==> config.mk <==
export PLATFORM = sky130hd
export DESIGN_NAME = issue_arbiter
export DESIGN_NICKNAME = d
export VERILOG_FILES = /design/src/rtl/issue_arbiter_pkg.sv /design/src/rtl/issue_arbiter_slot.sv /design/src/rtl/issue_arbiter.sv
export SDC_FILE = /design/constraint.sdc
export NUM_CORES = 1
export LEC_CHECK = 0
export BUFFER_PORTS_ARGS = -buffer_cell sky130_fd_sc_hd__buf_2
export CAP_MARGIN = 5
export CORE_AREA = 3 3 40 42
export CTS_BUF_LIST = sky130_fd_sc_hd__clkbuf_4 sky130_fd_sc_hd__clkbuf_8
export DETAILED_ROUTE_END_ITERATION = 7
export DIE_AREA = 0 0 43 45
export PLACE_DENSITY = 0.7
export RECOVER_POWER = 100
export SYNTH_ARGS = -nofsm -noshare
export SYNTH_HDL_FRONTEND = slang
export SYNTH_SLANG_ARGS = --single-unit
==> constraint.sdc <==
create_clock -name clk -period 1 [get_ports clk]
set_input_delay 0.1 -clock clk [delete_from_list [all_inputs] [get_ports clk]]
set_output_delay 0.1 -clock clk [all_outputs]
set_load 0.1 [all_outputs]
==> src/rtl/issue_arbiter_pkg.sv <==
// issue_arbiter_pkg: CDB owner codes, default unit latencies and shared helpers
// for the issue arbiter and its CDB slot reservation schedule.
package issue_arbiter_pkg;

    localparam logic [1:0] CDB_SRC_INT  = 2'b00;
    localparam logic [1:0] CDB_SRC_LDST = 2'b01;
    localparam logic [1:0] CDB_SRC_MUL  = 2'b10;
    localparam logic [1:0] CDB_SRC_DIV  = 2'b11;

    localparam int MUL_LAT_DEF = 4;
    localparam int DIV_LAT_DEF = 7;

    function automatic logic [15:0] sat_inc(input logic [15:0] v, input logic en);
        return (en && v != 16'hffff) ? v + 16'd1 : v;
    endfunction

endpackage

==> src/rtl/issue_arbiter_slot.sv <==
// cdb_slot_reserve: shift-register schedule of future CDB claims (resv/owner),
// with set ports for mul/div grants and queries for slot now+1 and now+MUL_LAT.
module cdb_slot_reserve
    import issue_arbiter_pkg::*;
#(
    parameter int MUL_LAT = MUL_LAT_DEF,
    parameter int DIV_LAT = DIV_LAT_DEF
) (
    input  logic       clk,
    input  logic       rst_n,
    input  logic       set_mul,
    input  logic       set_div,
    output logic       mul_slot_busy,
    output logic       slot1_valid,
    output logic [1:0] slot1_owner
);

    logic [DIV_LAT-1:1]       resv_q, resv_d;
    logic [DIV_LAT-1:1][1:0]  owner_q, owner_d;

    // Slots advance one step toward "now" every cycle; new claims enter at their latency.
    always_comb begin
        resv_d  = {1'b0, resv_q[DIV_LAT-1:2]};
        owner_d = {CDB_SRC_INT, owner_q[DIV_LAT-1:2]};
        if (set_mul) begin
            resv_d[MUL_LAT-1]  = 1'b1;
            owner_d[MUL_LAT-1] = CDB_SRC_MUL;
        end
        if (set_div) begin
            resv_d[DIV_LAT-1]  = 1'b1;
            owner_d[DIV_LAT-1] = CDB_SRC_DIV;
        end
    end

    always_ff @(posedge clk or negedge rst_n) begin
        if (!rst_n) begin
            resv_q  <= '0;
            owner_q <= '0;
        end else begin
            resv_q  <= resv_d;
            owner_q <= owner_d;
        end
    end

    assign mul_slot_busy = resv_q[MUL_LAT];
    assign slot1_valid   = resv_q[1];
    assign slot1_owner   = owner_q[1];

endmodule

==> src/rtl/issue_arbiter.sv <==
// issue_arbiter: per-cycle issue grants for int/ld_st/mul/div queues and registered CDB select.
// Optional ISSUE_ARB_PERF_EN adds saturating grant and slot-stall counters.
module issue_arbiter
    import issue_arbiter_pkg::*;
#(
    parameter int MUL_LAT = MUL_LAT_DEF,
    parameter int DIV_LAT = DIV_LAT_DEF
) (
    input  logic        clk,
    input  logic        rst_n,
    input  logic        issueque_ready_int,
    input  logic        issueque_ready_ld_st,
    input  logic        issueque_ready_mul,
    input  logic        issueque_ready_div,
    output logic        issue_int,
    output logic        issue_ld_st,
    output logic        issue_mul,
    output logic        issue_div,
    output logic [1:0]  cdb_sel,
    output logic        cdb_sel_valid,
    output logic        div_busy
`ifdef ISSUE_ARB_PERF_EN
    ,
    output logic [15:0] perf_grant_int,
    output logic [15:0] perf_grant_ld_st,
    output logic [15:0] perf_grant_mul,
    output logic [15:0] perf_grant_div,
    output logic [15:0] perf_slot_stall
`endif
);

    localparam int CW = $clog2(DIV_LAT);

    logic          lru_q, lru_d;
    logic [CW-1:0] div_cnt_q, div_cnt_d;
    logic [1:0]    cdb_sel_q, cdb_sel_d;
    logic          cdb_sel_valid_q, cdb_sel_valid_d;
    logic          mul_slot_busy, slot1_valid;
    logic [1:0]    slot1_owner;

    cdb_slot_reserve #(.MUL_LAT(MUL_LAT), .DIV_LAT(DIV_LAT)) u_slot (
        .clk          (clk),
        .rst_n        (rst_n),
        .set_mul      (issue_mul),
        .set_div      (issue_div),
        .mul_slot_busy(mul_slot_busy),
        .slot1_valid  (slot1_valid),
        .slot1_owner  (slot1_owner)
    );

    // Grants are held low during reset even though the requests may be high.
    assign issue_int   = rst_n & issueque_ready_int & (~issueque_ready_ld_st | ~lru_q);
    assign issue_ld_st = rst_n & issueque_ready_ld_st & (~issueque_ready_int | lru_q);
    assign issue_mul   = rst_n & issueque_ready_mul & ~mul_slot_busy;
    assign issue_div   = rst_n & issueque_ready_div & (div_cnt_q == '0);

    always_comb begin
        cdb_sel_d       = issue_int ? CDB_SRC_INT : issue_ld_st ? CDB_SRC_LDST : slot1_owner;
        cdb_sel_valid_d = issue_int | issue_ld_st | slot1_valid;
        lru_d           = issue_int ? 1'b1 : issue_ld_st ? 1'b0 : lru_q;
        div_cnt_d       = issue_div ? CW'(DIV_LAT - 1) : (div_cnt_q != '0) ? div_cnt_q - 1'b1 : div_cnt_q;
    end

    always_ff @(posedge clk or negedge rst_n) begin
        if (!rst_n) begin
            lru_q           <= 1'b0;
            div_cnt_q       <= '0;
            cdb_sel_q       <= CDB_SRC_INT;
            cdb_sel_valid_q <= 1'b0;
        end else begin
            lru_q           <= lru_d;
            div_cnt_q       <= div_cnt_d;
            cdb_sel_q       <= cdb_sel_d;
            cdb_sel_valid_q <= cdb_sel_valid_d;
        end
    end

    assign cdb_sel       = cdb_sel_q;
    assign cdb_sel_valid = cdb_sel_valid_q;
    assign div_busy      = (div_cnt_q != '0);

`ifdef ISSUE_ARB_PERF_EN
    logic [15:0] perf_int_q, perf_int_d, perf_ldst_q, perf_ldst_d;
    logic [15:0] perf_mul_q, perf_mul_d, perf_div_q, perf_div_d;
    logic [15:0] perf_stall_q, perf_stall_d;

    // The div slot at now+DIV_LAT is never reserved, so only mul can stall on resv.
    always_comb begin
        perf_int_d   = sat_inc(perf_int_q, issue_int);
        perf_ldst_d  = sat_inc(perf_ldst_q, issue_ld_st);
        perf_mul_d   = sat_inc(perf_mul_q, issue_mul);
        perf_div_d   = sat_inc(perf_div_q, issue_div);
        perf_stall_d = sat_inc(perf_stall_q, issueque_ready_mul & mul_slot_busy);
    end

    always_ff @(posedge clk or negedge rst_n) begin
        if (!rst_n) begin
            perf_int_q   <= '0;
            perf_ldst_q  <= '0;
            perf_mul_q   <= '0;
            perf_div_q   <= '0;
            perf_stall_q <= '0;
        end else begin
            perf_int_q   <= perf_int_d;
            perf_ldst_q  <= perf_ldst_d;
            perf_mul_q   <= perf_mul_d;
            perf_div_q   <= perf_div_d;
            perf_stall_q <= perf_stall_d;
        end
    end

    assign perf_grant_int   = perf_int_q;
    assign perf_grant_ld_st = perf_ldst_q;
    assign perf_grant_mul   = perf_mul_q;
    assign perf_grant_div   = perf_div_q;
    assign perf_slot_stall  = perf_stall_q;
`endif

endmodule

==> run_results.csv, run 1 <==
group,metric,value,unit
outcome,status,"finished, violations left",
outcome,violations,"negative setup slack",
power_and_ir_drop,combPwrFrac,48.5,%
worst_setup_path,crit_fanout,3,
layout,final_common_cell,"dfrtp_1",
timing,final-setup-viol-count,11,
floorplanning,core,0.00128,mm²
power_and_ir_drop,p_leak,0.468,nW
grt,grt_pass1_wl,2210,µm
synthesis,netlist_area,581,µm²
clock_network,clock_latency,280,ps
worst_setup_path,cp.arrival,1280,ps
timing,clock_skew,5.62,ps
worst_setup_path,end_kind,"output port",
clock_network,clock_path_buffers,2,
synthesis,syn_inst,46,
synthesis,synth_fp_nets,54,
detailed_routing,num_vias,435,
timing,slew_headroom,68.8,%
timing,fin_ws,-385,ps
grt,antenna_found_initial,0,
power_and_ir_drop,clkPwrFrac,17.1,%
detailed_routing,drt_iter0_drc,2,
clock_network,cts_tree,"built",
timing,grt_setup_unrepaired,"true",
detailed_routing,drc_errors,0,
timing,fin_tns_setup,-2230,ps
flow_run,maxCapViolCount,0,
layout,drive_gt1_share,50.7,%
grt,grtUsageTotal,15.7,%
synthesis,synth_area_leaders,"dfrtp_1, nand2b_4, a21oi_1",
synthesis,synth_cell_types,14,
grt,grt_max_degree,10,
power_and_ir_drop,p_int,0.00155,W
floorplanning,dieArea,0.00194,mm²
clock_network,clk_pin_slew,90,ps
timing,worst_pin_slew,468,ps
timing,slew_violations,0,
floorplanning,die_h,45,µm
detailed_routing,drt-vias-per-instance,4.83,
timing,hold_viol,0,
timing,min_period,1380,ps
place,placed_area,863,µm²
timing,fin_crit_sh,138,%
clock_network,clock-sinks,16,
synthesis,avgSynthCellArea,12.6,µm²
detailed_routing,wl_per_cell,12.9,µm
power_and_ir_drop,seq_power_share,34.4,%
place,place_hpwl,755,µm
layout,syn_to_final_growth,65.1,%
floorplanning,chipWidth,43,µm
power_and_ir_drop,vdd_drop_max,0.00181,V
grt,grt_pass1_vias,495,
clock_network,htreeDepth,1,
layout,fin_nets,84,
place,io_buffers,13,
worst_setup_path,cp.required,900,ps
synthesis,yosysTopAreaCellShare,69.0,%
place,dpl_worst_slack,-131,ps
floorplanning,fp-row-count,13,
clock_network,cts_made_buffers,3,
synthesis,yosys.area.top_type,"dfrtp_1",
synthesis,ys_ff_latch,16,
detailed_routing,drtAntennaViolNets,0,
power_and_ir_drop,cellPowerDensity,2570,mW/mm²
worst_hold_path,hp-class,"input port to register",
synthesis,yosysSeqAreaShare,69.0,%
worst_setup_path,crit_type,"register to output port",
layout,layout.cells.most_common_list,"dfrtp_1, buf_4, buf_12",
timing,max_freq,0.722,GHz
detailed_routing,dr.pass1.iters,2,
power_and_ir_drop,p_sw_share,36.9,%
worst_setup_path,critPathLaunchType,"register",
detailed_routing,routed_wl,1160,µm
layout,final_area,958,µm²
synthesis,ys.warnings.count,0,
floorplanning,ioPinCount,14,
layout,antenna_cells,0,
floorplanning,floorplan.initialDensity,45.2,%
power_and_ir_drop,power_switching,0.000907,W
grt,overflow,0,
place,place_congestion,0.741,
clock_network,cts_root_buffer,"clkbuf_4",
==> metrics by stage <==
step	hold slack (ps)	util, %	total power (W)	std cells
after floorplan	-196	-	0.00149	46
after global placement	110	67.2	0.00179	77
after detailed placement	116	67.2	0.00183	77
after CTS	104	75.9	0.00247	89
after global routing	135	74.6	0.00261	90
final	112	74.6	0.00246	90
==> logic make-up (layout without fill, tap and decap cells) <==
logic type / Yosys count / after routing / synth area share (%)
and+or+nand+nor: 15 / 15 / 14.9
DFF: 16 / 16 / 69.0
buffers and inverters: 4 / 33 / 2.59
muxes: 1 / 1 / 1.72
adders and majority gates: 2 / 2 / 4.31
AOI/OAI and AO/OA: 8 / 8 / 7.54
==> power groups by stage <==
stage          clock network, W  logic (W)  registers (W)
2_1_floorplan                 0   0.000554       0.000935
3_3_place_gp                  0   0.000932       0.000853
3_5_place_dp                  0   0.000980       0.000854
4_1_cts                0.000429    0.00119       0.000848
5_1_grt                0.000463    0.00129       0.000859
6_report               0.000420    0.00119       0.000847
==> metal layers <==
layer | share of wire (%) | track usage [%] | vias to the layer above
li1 | - | - | 204
met1 | 40 | 17.4 | 217
met2 | 52 | 27.8 | 12
met3 | 6.5 | 3.98 | 2
met4 | 0.60 | 8.43 | 0
met5 | 0 | 0 | -
==> path summary, 6_finish.rpt <==
kind                                    start                    end  slack, ps  cells after the start
hold / removal             issueque_ready_mul      u_slot.owner_d[3]        110                      3
hold reg to reg             u_slot.owner_d[0]  u_slot.slot1_owner[0]        350                      0
setup reg to reg                 div_cnt_q[0]           div_cnt_q[2]       -260                      6
setup / recovery                 div_cnt_q[0]               div_busy       -380                      5
max in group asynchronous               rst_n      u_slot.owner_d[2]        170                      3
min in group asynchronous               rst_n  u_slot.slot1_owner[0]        400                      3
==> timing repair <==
action | 4_1_cts | 5_1_grt
endpoints found under the hold margin | 16 | 16
hold buffers | 1 | 1
buffers inserted | 7 | 2
resized for setup | 3 | 0
endpoints found under the setup margin | 8 | 11
pin swaps | 4 | 2
==> critical path: stages (launching register included) <==
cell and delay, ps:
dfrtp_1 410, inv_2 80, ha_4 140, nand2b_4 70
buf_4 150, buf_12 160
==> synthesized netlist by cell type, drive strengths merged <==
master	number
nor2b	1
inv	3
o21ai	2
a21oi	5
nand2b	4
dfrtp	16
ha	2
nor2	4
mux2i	1
a311oi	1
and2	1
nand2	5
clkbuf	1
==> sequential cells by signal, indices dropped and copies added, names as in the netlist <==
| signal | flops |
|---|---|
| u_slot.owner_d | 5 |
| div_cnt_q | 3 |
| cdb_sel | 2 |
| u_slot.resv_q | 2 |
| u_slot.slot1_owner | 2 |
| cdb_sel_valid | 1 |
| lru_q | 1 |
==> final cells by class <==
class | instances | area, µm²
fill | 77 | 327
tap | 15 | 18.8
sequential | 16 | 400
multi-input combinational | 26 | 231
clock buffer | 4 | 36.3
inverter | 3 | 11.3
timing repair buffer | 26 | 260
No activity file was read; power rests on OpenSTA's default activity.
==> inputs of run 2 (changes only) <==
Settings changed: ABC_AREA from default to 1, CORE_AREA 3 3 40 42 to default, CORE_MARGIN from default to 3, CORE_UTILIZATION from default to 48, DIE_AREA 0 0 43 45 to default, PLACE_DENSITY 0.7 to 0.75.
==> run 2 against run 1 <==
Effect of this change:
- the flow still finishes with violations (negative setup slack)
- clock power grew 3%
- final cell count is 26% higher
- sequential cell count unchanged
- final area rose by 18%
- critical path depth unchanged
- sequential share of layout area shrank 6.5 points
- via count is 48% higher
- highest routed layer unchanged
==> run_results.csv, run 2 <==
group,metric,value,unit
grt,overflow,0,
worst_setup_path,worstReg2RegEnd,"div_cnt_q[1]",
power_and_ir_drop,cellPowerDensity,2710,mW/mm²
worst_setup_path,timing.rr.start,"div_cnt_q[0]",
power_and_ir_drop,p_leak,0.569,nW
synthesis,synth_edf_count,0,
outcome,violations,"negative setup slack",
detailed_routing,drtAntennaViolNets,0,
detailed_routing,dr.pass1.iters,4,
worst_setup_path,crit_type,"register to output port",
floorplanning,die_h,42.0,µm
grt,grt_max_degree,11,
floorplanning,core,0.00116,mm²
layout,final_area,0.00113,mm²
synthesis,yosys.area.top_type,"dfrtp_1",
worst_setup_path,cp.arrival,1350,ps
timing,grt_setup_unrepaired,"true",
synthesis,yosysSeqAreaShare,64.3,%
synthesis,synth_area_leaders,"dfrtp_1, inv_1, nand2_1",
grt,grtUsageTotal,21.2,%
timing,min_period,1450,ps
synthesis,avgSynthCellArea,10.2,µm²
place,place_hpwl,1080,µm
worst_setup_path,r2r_cells,9,
synthesis,netlist_area,623,µm²
worst_hold_path,hold_depth,3,
detailed_routing,num_vias,643,
layout,largest_reg_flops,5,
layout,layout.cells.most_common_list,"dfrtp_1, buf_4, buf_12",
clock_network,clock-sinks,16,
timing,max_freq,0.688,GHz
timing,hold_viol,0,
layout,antenna_cells,0,
grt,antenna_found_initial,0,
synthesis,synth_cell_types,16,
worst_setup_path,slowest_delay,430,ps
floorplanning,fp-row-count,12,
floorplanning,dieArea,0.00177,mm²
clock_network,clock_path_buffers,2,
worst_setup_path,cp.required,900,ps
worst_setup_path,r2r_slack,-410,ps
place,placed_area,926,µm²
timing,worst_pin_slew,254,ps
clock_network,clock_latency,290,ps
timing,final-setup-viol-count,10,
layout,fin_util,98.1,%
place,io_buffers,13,
synthesis,synth.most_common_cell,"dfrtp_1",
layout,finalNonFillerCells,113,
detailed_routing,routed_wl,2600,µm
place,numPlacedInstances,94,
synthesis,yosysTopAreaCellShare,64.3,%
synthesis,ys_ff_latch,16,
detailed_routing,wl_per_cell,23.0,µm
layout,drive_gt1_share,59.6,%
place,dpl_worst_slack,-192,ps
worst_setup_path,crit_buf_inv,2,
worst_setup_path,cp_cell_sequence,"inv_2, ha_4, nand2_8, nor2_4, buf_12",
floorplanning,floorplan.initialDensity,53.9,%
worst_setup_path,critPathLaunchType,"register",
timing,slew_headroom,83.0,%
grt,grt_pass1_wl,2690,µm
detailed_routing,drt-vias-per-instance,5.69,
flow_run,maxCapViolCount,0,
detailed_routing,drc_errors,0,
layout,fin_nets,108,
worst_hold_path,min_from,"issueque_ready_int",
synthesis,ys.warnings.count,0,
detailed_routing,drt_iter0_drc,43,
clock_network,cts_made_buffers,3,
synthesis,syn_inst,61,
grt,grt_pass1_vias,596,
clock_network,cts_root_buffer,"clkbuf_4",
floorplanning,chipWidth,42.0,µm
timing,fin_crit_sh,145,%
worst_hold_path,holdPathEnd,"lru_q",
worst_setup_path,slowest_stage,"dfrtp_1",
outcome,status,"finished, violations left",
synthesis,async_reset_ff_share,100,%
layout,syn_to_final_growth,81.9,%
synthesis,synth_common_cells,"dfrtp_1, inv_1, nand2_1",
place,place_congestion,0.770,
synthesis,synth-main-ff-cell,"dfrtp_1",
worst_setup_path,cp_top_family,"flip-flops",
timing,fin_ws,-454,ps
clock_network,cts_tree,"built",
clock_network,clk_pin_slew,100,ps
worst_setup_path,end_kind,"output port",
timing,slew_violations,0,
power_and_ir_drop,vdd_drop_max,0.00191,V
worst_hold_path,hp-class,"input port to register",
worst_setup_path,crit_fanout,2,
floorplanning,ioPinCount,14,
timing,clock_skew,6.10,ps
clock_network,htreeDepth,1,
synthesis,synth_fp_nets,69,
## run 2: repair_timing
action                     4_1_cts  5_1_grt
hold endpoints to repair        16        3
hold buffers                     3        1
buffers inserted                 6        5
resized for setup               11        4
setup endpoints to repair        9       10
pin swaps                        8        7
## run 2: worst register-to-register path, cell delays in order, from the launching register on
cell and delay (ps):
dfrtp_1 430, inv_2 100, ha_4 170, buf_4 110, buf_4 90, inv_2 40
nor2_4 140, nand2_1 80, nand2_1 80, nand2_1 70
## run 2: how the worst max path moves through the flow
| stage | from | endpoint | slack [ps] | cells past startpoint |
|---|---|---|---|---|
| after CTS | div_cnt_q[1] | issue_div | -400 | 5 |
| after global routing | div_cnt_q[0] | issue_div | -520 | 5 |
| after global placement | div_cnt_q[0] | div_cnt_q[2] | -120 | 5 |
| after detailed placement | div_cnt_q[1] | div_cnt_q[0] | -190 | 6 |
| after floorplan | div_cnt_q[0] | u_slot.owner_d[8] | -490 | 4 |
| final | div_cnt_q[0] | issue_div | -450 | 5 |
## run 2: cells by family after synthesis
group,share of synthesized area [%]
AND/OR/NAND/NOR,18.5
flip-flops,64.3
buffers and inverters,9.04
AO/OA/AOI/OAI,4.22
adder cells (fa/ha/maj),4.02
## run 2: final cells by class
class	instances	area, µm²
well taps	14	17.5
multi-input cells	30	255
repair buffers	35	368
clock buffers	4	36.3
inverters	14	56.3
fillers	14	22.5
flip-flops and latches	16	400
## run 2: metrics by stage
step / hold WS [ps] / TNS, ps / total power (W)
after floorplan: -196 / -2020 / 0.00164
after global placement: -47.5 / -407 / 0.00202
after detailed placement: -40.0 / -714 / 0.00211
after CTS: -345 / -2160 / 0.00272
after global routing: 169 / -3500 / 0.00318
final: 156 / -3030 / 0.00307
## run 2: per-layer routing
metal | vias to the layer above | wire length (µm) | GRT usage (%)
met5 | - | 0 | 0
met4 | 0 | 171 | 9.32
met3 | 21 | 197 | 3.86
met2 | 52 | 1300 | 38.3
met1 | 313 | 930 | 24.1
li1 | 257 | - | -
## run 2: power breakdown
group	internal, W	total (W)	switching, W
combinational	0.000741	0.00176	0.00101
sequential	0.000777	0.000885	0.000108
clock	0.000222	0.000432	0.000211
total	0.00174	0.00307	0.00133
